$ cat src/rtl/mem_port_arbiter.sv
// -----------------------------------------------------------------------------
// mem_port_arbiter
//
// Shares one single-ported memory bus between NCORES execute stages. Only one
// transaction is in flight at a time. Grants rotate round-robin: the core that
// just completed gets the lowest priority in the next arbitration.
//
// Optional feature (compile-time macro ARB_TIMEOUT_EN):
//   defined   - a watchdog aborts a transaction that has spent TIMEOUT_CYCLES
//               cycles in ISSUE/WAIT without completing. The core then gets a
//               completion pulse with rsp_data = 32'hFFFFFFFF, and err pulses
//               in the same cycle.
//   undefined - no watchdog. err is tied low, and a hung memory keeps the
//               granted core stalled.
//
// Ports:
//   clk, rst    clock; synchronous active-high reset
//   req_valid   [NCORES]     core i has a memory op pending
//   req_addr    [32*NCORES]  address of core i in bits [32i+31:32i]
//   req_wdata   [32*NCORES]  store data, packed like req_addr
//   req_write   [NCORES]     1 = store, 0 = load
//   stall       [NCORES]     hold core i (combinational from req_valid)
//   rsp_valid   [NCORES]     one-cycle completion pulse for core i
//   rsp_data    [32]         load data, valid while any rsp_valid bit is high
//   mem_req/mem_addr/mem_wdata/mem_write   request to memory
//   mem_ready   memory accepts the request this cycle
//   mem_rvalid/mem_rdata     read data return
//   err         watchdog timeout pulse (0 when ARB_TIMEOUT_EN is undefined)
// -----------------------------------------------------------------------------
module mem_port_arbiter #(
  parameter int NCORES         = 4,
  parameter int TIMEOUT_CYCLES = 255
) (
  input  logic                 clk,
  input  logic                 rst,
  input  logic [NCORES-1:0]    req_valid,
  input  logic [32*NCORES-1:0] req_addr,
  input  logic [32*NCORES-1:0] req_wdata,
  input  logic [NCORES-1:0]    req_write,
  output logic [NCORES-1:0]    stall,
  output logic [NCORES-1:0]    rsp_valid,
  output logic [31:0]          rsp_data,
  output logic                 mem_req,
  output logic [31:0]          mem_addr,
  output logic [31:0]          mem_wdata,
  output logic                 mem_write,
  input  logic                 mem_ready,
  input  logic                 mem_rvalid,
  input  logic [31:0]          mem_rdata,
  output logic                 err
);

  localparam int IW  = (NCORES > 1) ? $clog2(NCORES) : 1;
  localparam int IW1 = IW + 1;

  typedef enum logic [1:0] {
    IDLE  = 2'd0,
    ISSUE = 2'd1,
    WAIT  = 2'd2,
    DONE  = 2'd3
  } state_t;

  state_t state_reg, state_next;

  logic [IW-1:0] grant_reg;
  logic [IW-1:0] rr_ptr_reg;
  logic [IW-1:0] pick;
  logic [IW-1:0] grant_inc;
  logic [31:0]   mem_addr_reg;
  logic [31:0]   mem_wdata_reg;
  logic [31:0]   rsp_data_reg;
  logic          mem_write_reg;
  logic          any_req;
  logic          timeout_fire;

  logic [31:0]       core_addr  [NCORES];
  logic [31:0]       core_wdata [NCORES];
  logic [IW-1:0]     scan_idx   [NCORES];
  logic [NCORES-1:0] scan_req;

  // Per-core slices. scan_idx[k] is the core visited k-th when scanning up
  // from rr_ptr with wrap. Because rr_ptr and k are both below NCORES, a
  // single conditional subtract is enough for the wrap.
  generate
    for (genvar gi = 0; gi < NCORES; gi++) begin : g_core
      logic [IW1-1:0] sum;
      assign core_addr[gi]  = req_addr[32*gi +: 32];
      assign core_wdata[gi] = req_wdata[32*gi +: 32];
      assign sum            = {1'b0, rr_ptr_reg} + IW1'(gi);
      assign scan_idx[gi]   = (sum >= IW1'(NCORES)) ? IW'(sum - IW1'(NCORES))
                                                    : sum[IW-1:0];
      assign scan_req[gi]   = req_valid[scan_idx[gi]];
      // A core is released only in the DONE cycle of its own transaction. A
      // core with no request never stalls.
      assign stall[gi] = req_valid[gi] &
                         ~((state_reg == DONE) && (grant_reg == IW'(gi)));
    end
  endgenerate

  // The scan runs from the far end down so that the closest requester wins.
  always_comb begin
    pick = scan_idx[0];
    for (int k = NCORES - 1; k >= 0; k--) begin
      if (scan_req[k]) pick = scan_idx[k];
    end
  end

  assign any_req   = |req_valid;
  assign grant_inc = (grant_reg == IW'(NCORES - 1)) ? '0 : grant_reg + 1'b1;

`ifdef ARB_TIMEOUT_EN
  logic [31:0] tmo_cnt_reg;
  logic        err_reg;
  logic        tmo_limit;

  // The counter holds the number of cycles already spent in ISSUE/WAIT. The
  // limit therefore trips during the TIMEOUT_CYCLES-th such cycle, unless the
  // memory completes in that same cycle.
  assign tmo_limit    = (tmo_cnt_reg >= 32'(TIMEOUT_CYCLES - 1));
  assign timeout_fire = ((state_reg == ISSUE) && !mem_ready  && tmo_limit) ||
                        ((state_reg == WAIT)  && !mem_rvalid && tmo_limit);

  always_ff @(posedge clk) begin
    if (rst) begin
      tmo_cnt_reg <= '0;
      err_reg     <= 1'b0;
    end else begin
      // ISSUE is only entered from IDLE, so clearing in IDLE clears on entry.
      if (state_reg == IDLE) begin
        tmo_cnt_reg <= '0;
      end else if ((state_reg == ISSUE) || (state_reg == WAIT)) begin
        tmo_cnt_reg <= tmo_cnt_reg + 32'd1;
      end
      // A timeout always moves to DONE, so this pulse lines up with DONE.
      err_reg <= timeout_fire;
    end
  end

  assign err = err_reg;
`else
  logic unused_timeout_cfg;
  assign unused_timeout_cfg = ^TIMEOUT_CYCLES;
  assign timeout_fire       = 1'b0;
  assign err                = 1'b0;
`endif

  // State register
  always_ff @(posedge clk) begin
    if (rst) state_reg <= IDLE;
    else     state_reg <= state_next;
  end

  // Next-state logic
  always_comb begin
    state_next = state_reg;
    case (state_reg)
      IDLE: begin
        if (any_req) state_next = ISSUE;
      end
      ISSUE: begin
        if (mem_ready)         state_next = mem_write_reg ? DONE : WAIT;
        else if (timeout_fire) state_next = DONE;
      end
      WAIT: begin
        if (mem_rvalid || timeout_fire) state_next = DONE;
      end
      DONE: begin
        state_next = IDLE;
      end
      default: state_next = IDLE;
    endcase
  end

  // Datapath registers: the request captured at grant, the response data,
  // and the round-robin pointer.
  always_ff @(posedge clk) begin
    if (rst) begin
      grant_reg     <= '0;
      rr_ptr_reg    <= '0;
      mem_addr_reg  <= '0;
      mem_wdata_reg <= '0;
      mem_write_reg <= 1'b0;
      rsp_data_reg  <= '0;
    end else begin
      case (state_reg)
        IDLE: begin
          if (any_req) begin
            grant_reg     <= pick;
            mem_addr_reg  <= core_addr[pick];
            mem_wdata_reg <= core_wdata[pick];
            mem_write_reg <= req_write[pick];
          end
        end
        ISSUE: begin
          if (timeout_fire) rsp_data_reg <= '1;
        end
        WAIT: begin
          if (mem_rvalid)        rsp_data_reg <= mem_rdata;
          else if (timeout_fire) rsp_data_reg <= '1;
        end
        DONE: begin
          rr_ptr_reg <= grant_inc;
        end
        default: ;
      endcase
    end
  end

  // Outputs
  always_comb begin
    mem_req   = (state_reg == ISSUE);
    mem_addr  = mem_addr_reg;
    mem_wdata = mem_wdata_reg;
    mem_write = mem_write_reg;
    rsp_data  = rsp_data_reg;
    rsp_valid = '0;
    if (state_reg == DONE) rsp_valid[grant_reg] = 1'b1;
  end

endmodule
$ cat config.mk
export PLATFORM = sky130hd
export DESIGN_NAME = mem_port_arbiter
export DESIGN_NICKNAME = d
export VERILOG_FILES = /design/src/rtl/mem_port_arbiter.sv
export SDC_FILE = /design/constraint.sdc
export NUM_CORES = 1
export LEC_CHECK = 0
export CORE_AREA = 2 2 156 158
export CTS_BUF_LIST = sky130_fd_sc_hd__clkbuf_4 sky130_fd_sc_hd__clkbuf_8
export DETAILED_ROUTE_END_ITERATION = 6
export DIE_AREA = 0 0 158 160
export GPL_ROUTABILITY_DRIVEN = 1
export GPL_TIMING_DRIVEN = 0
export SYNTH_ARGS = -nofsm -noshare
export SYNTH_HDL_FRONTEND = slang
export SYNTH_SLANG_ARGS = --single-unit
export TNS_END_PERCENT = 5
$ cat constraint.sdc
create_clock -name clk -period 2.2 [get_ports clk]
set_clock_uncertainty 0.1 [all_clocks]
set_input_delay 0.44 -clock clk [delete_from_list [all_inputs] [get_ports clk]]
set_output_delay 0.44 -clock clk [all_outputs]
set_load 0.01 [all_outputs]
==> summary.md <==
| Metric | Value |
|---|---|
| Status | finished with violations |
| Failing checks | setup timing |
| Setup violators final | 1 |
| I/O pins | 407 |
| Worst Hold Class | reg -> reg |
| PnR worst setup slack | -0.02565 ns |
| RSZ-0062 raised after global routing | true |
| Max Used Layer | met4 |
| CTS tree | built |
| Clock Latency Late Sink | 0.40 ns |
| Max-slew violation count | 0 |
| Starting Density | 0.2558 |
| Post-synth EDFFs | 0 |
| Storage element area | 2073 sq um |
| Initial antenna violation count | 2 |
| Metal1 wirelength | between 10 and 15 mm |
| First-pass detailed-route iteration total | 5 |
| Sw Pwr | between 3 and 4 mW |
| First-pass GRT wire length | 45.40 mm |
| 1st-iter DRT viols | around 440 |
| Flop pwr share | 0.333 |
| Seq/Total Area, Yosys | 0.3384 |
| FILL cells | ~2500 |
| Post-route ant nets | 0 |
| Fin Hold WS | approximately 0.36 ns |
| Die Span Y | ~160 microns |
| Die footprint | approximately 25000 sq um |
| Leakage | roughly 4.5 nW |
| Worst Setup End Kind | register |
| Overall routing resource usage | 0.2374 |
| F_max | 449.3 MHz |
| Post-layout nets | ~1500 |
| Max Cap Viol | 0 |
| Setup TNS | -0.02565 ns |
| Met2 wire length | 14.78 mm |
| Fraction of registers with async set/reset | 0 |
| Mapped cell area | 6093 sq um |
| Routed via count | roughly 7800 |
| Combinational power share | 0.499 |
| Die width | 158 microns |
| Number of global-route vias before repair | between 7000 and 8000 |
| Pint | between 4 and 5 mW |
| CTS sink cnt | 103 |
| VDD IR max | approximately 0.29 mV |
| Commonest cells in the netlist | and3_1 (130), nand3_1 (126), dfxtp_1 (103) |
| Final GP Congestion | around 0.9 |
| Switching Share | 0.3861 |
| Slew headroom | 0.6198 |
| Yosys reg bits | ~100 |
| Total gr overflow | 0 |
| Clock power frac | 0.168 |
| Least-Margin Pin Slew | around 0.57 ns |
| Worst path required time | approximately 2.4 ns |
| Num CTS Buffers | 9 |
| Final Hold Viols | 0 |
| Area taken by multi-input logic gates | approximately 3700 sq um |
| CP Class | in -> reg |
| H-tree levels | 3 |
| Share of cells above drive strength 1 | 0.08523 |
| Mean Syn Cell Area | around 7.6 sq um |
| Drt wl/cell | 20.02 microns |
| Residual DRC | 0 |
| Yosys cell types | 38 |
| Clock buffer depth | 2 |
| Mapped Nets | about 1100 |
| CP Launch Type | input port |
| Fin crit period | about 2.2 ns |
| Top post-synthesis cells by area | dfxtp_1 (34%), and3_1 (13%), nand3_1 (10%) |
| Root buffer cell | clkbuf_8 |
| Area Growth Syn to Fin | 81.05% |
| Mapped Cells | between 800 and 900 |
| Rows | 57 |
| Critical Path Fanout Max | 10 |
| I/O Buffers | between 400 and 500 |
| Vias per cell | approximately 5 |
| Post-synth top flop | dfxtp_1 |
| Pwr Density | ~740 nW/um^2 |
| Synth top area share | 0.3384 |
| HPWL Detailed | between 20 and 25 mm |
| Core ar. | 23820 sq um |
| Synth warnings | 0 |
| Top-count cell post-synth | and3_1 |
| Final period util | 1.012 |
| WP data arrival | approximately 2.4 ns |
| Largest net degree at the start of global routing | 24 |
| Met3 wire len | about 2.5 mm |
| Area leader, netlist | dfxtp_1 |
| Total Wirelength | between 30 and 40 mm |
| Worst-path clk slew | roughly 0.13 ns |
## path summary, 6_finish.rpt
check                             startpoint                         end  slack [ns]  depth (start not counted)
setup / recovery                req_valid[2]  mem_wdata[25]$_SDFFE_PP0P_       -0.03                          8
hold / removal     rsp_data[22]$_SDFFE_PP0P_   rsp_data[22]$_SDFFE_PP0P_        0.36                          2
setup reg to reg  rr_ptr_reg[1]$_SDFFE_PP0P_   mem_addr[12]$_SDFFE_PP0P_        0.01                          7
hold reg to reg    rsp_data[22]$_SDFFE_PP0P_   rsp_data[22]$_SDFFE_PP0P_        0.36                          2
## placed cells by master (no fill, tap or decap), drive strengths merged, types with 2 or more instances in the layout
cell / n
clkdlybuf4s50: 392
and3: 130
nand3: 126
dfxtp: 103
clkbuf: 69
nand2: 68
o21ai: 64
a21boi: 63
a22oi: 63
a21oi: 39
buf: 37
inv: 11
nor2: 9
ha: 9
nor2b: 7
and2: 5
dlymetal6s2s: 5
dlygate4sd2: 5
nor4: 2
mux2i: 2
mux2: 2
a22o: 2
a211o: 2
clkinv: 2
nand2b: 2
## repair_timing
action,4_1_cts,5_1_grt
gates cloned,1,0
endpoints found under the setup margin,75,70
pin swaps,1,1
gates resized for setup,66,49
hold buffers,0,0
buffers inserted,4,1
## metal layers
metal	track usage	vias to the layer above
met5	0	-
met4	0.07903	0
met3	0.06459	47
met2	0.4012	317
met1	0.2900	3617
li1	-	3780
## worst max-delay path: stages
cell and delay [ns]:
dlygate4sd2_1 0.33, nor2b_1 0.19, o21ai_2 0.28, clkbuf_4 0.34
clkbuf_1 0.32, a21boi_0 0.15, o21ai_0 0.25, nand3_1 0.11
## cells by family after synthesis
logic type / after synthesis / share of synthesized area
AOI/OAI and AO/OA: 240 / 0.2600
adders and majority gates: 9 / 0.01848
buffers and inverters: 95 / 0.06858
DFF: 103 / 0.3384
muxes: 4 / 0.006981
other: 1 / 0.0006154
and+or+nand+nor: 353 / 0.3070
## metrics by stage
step                  util  setup slack, ns  instance area, sq um  power (mW)  std cells
global placement    0.4430           -1.144                 10550       6.611       1534
finish              0.4631         -0.02565                 11030       8.143       1557
floorplan                -           0.2688                  6093       4.409        805
CTS                 0.4588          -0.1888                 10930       8.139       1555
global route        0.4630          -0.1231                 11030       8.654       1556
detailed placement  0.4430           -1.153                 10550       6.635       1534
## power by group through the flow
stage / registers (mW) / clock network, mW / logic (mW)
6_report: 2.71 / 1.37 / 4.06
3_5_place_dp: 2.72 / 0 / 3.91
5_1_grt: 2.77 / 1.48 / 4.40
2_1_floorplan: 2.91 / 0 / 1.50
4_1_cts: 2.69 / 1.42 / 4.03
3_3_place_gp: 2.71 / 0 / 3.90
## layout make-up
cell class	count	share of cell area
plain buffers	89	0.04469
well taps	324	0.03675
clock inverters	7	0.008733
clock buffers	9	0.01123
repair buffers	411	0.3727
flip-flops and latches	103	0.1879
multi-input cells	607	0.3357
diodes	1	0.0002268
inverters	6	0.002042
No activity file was read; power rests on OpenSTA's default activity.
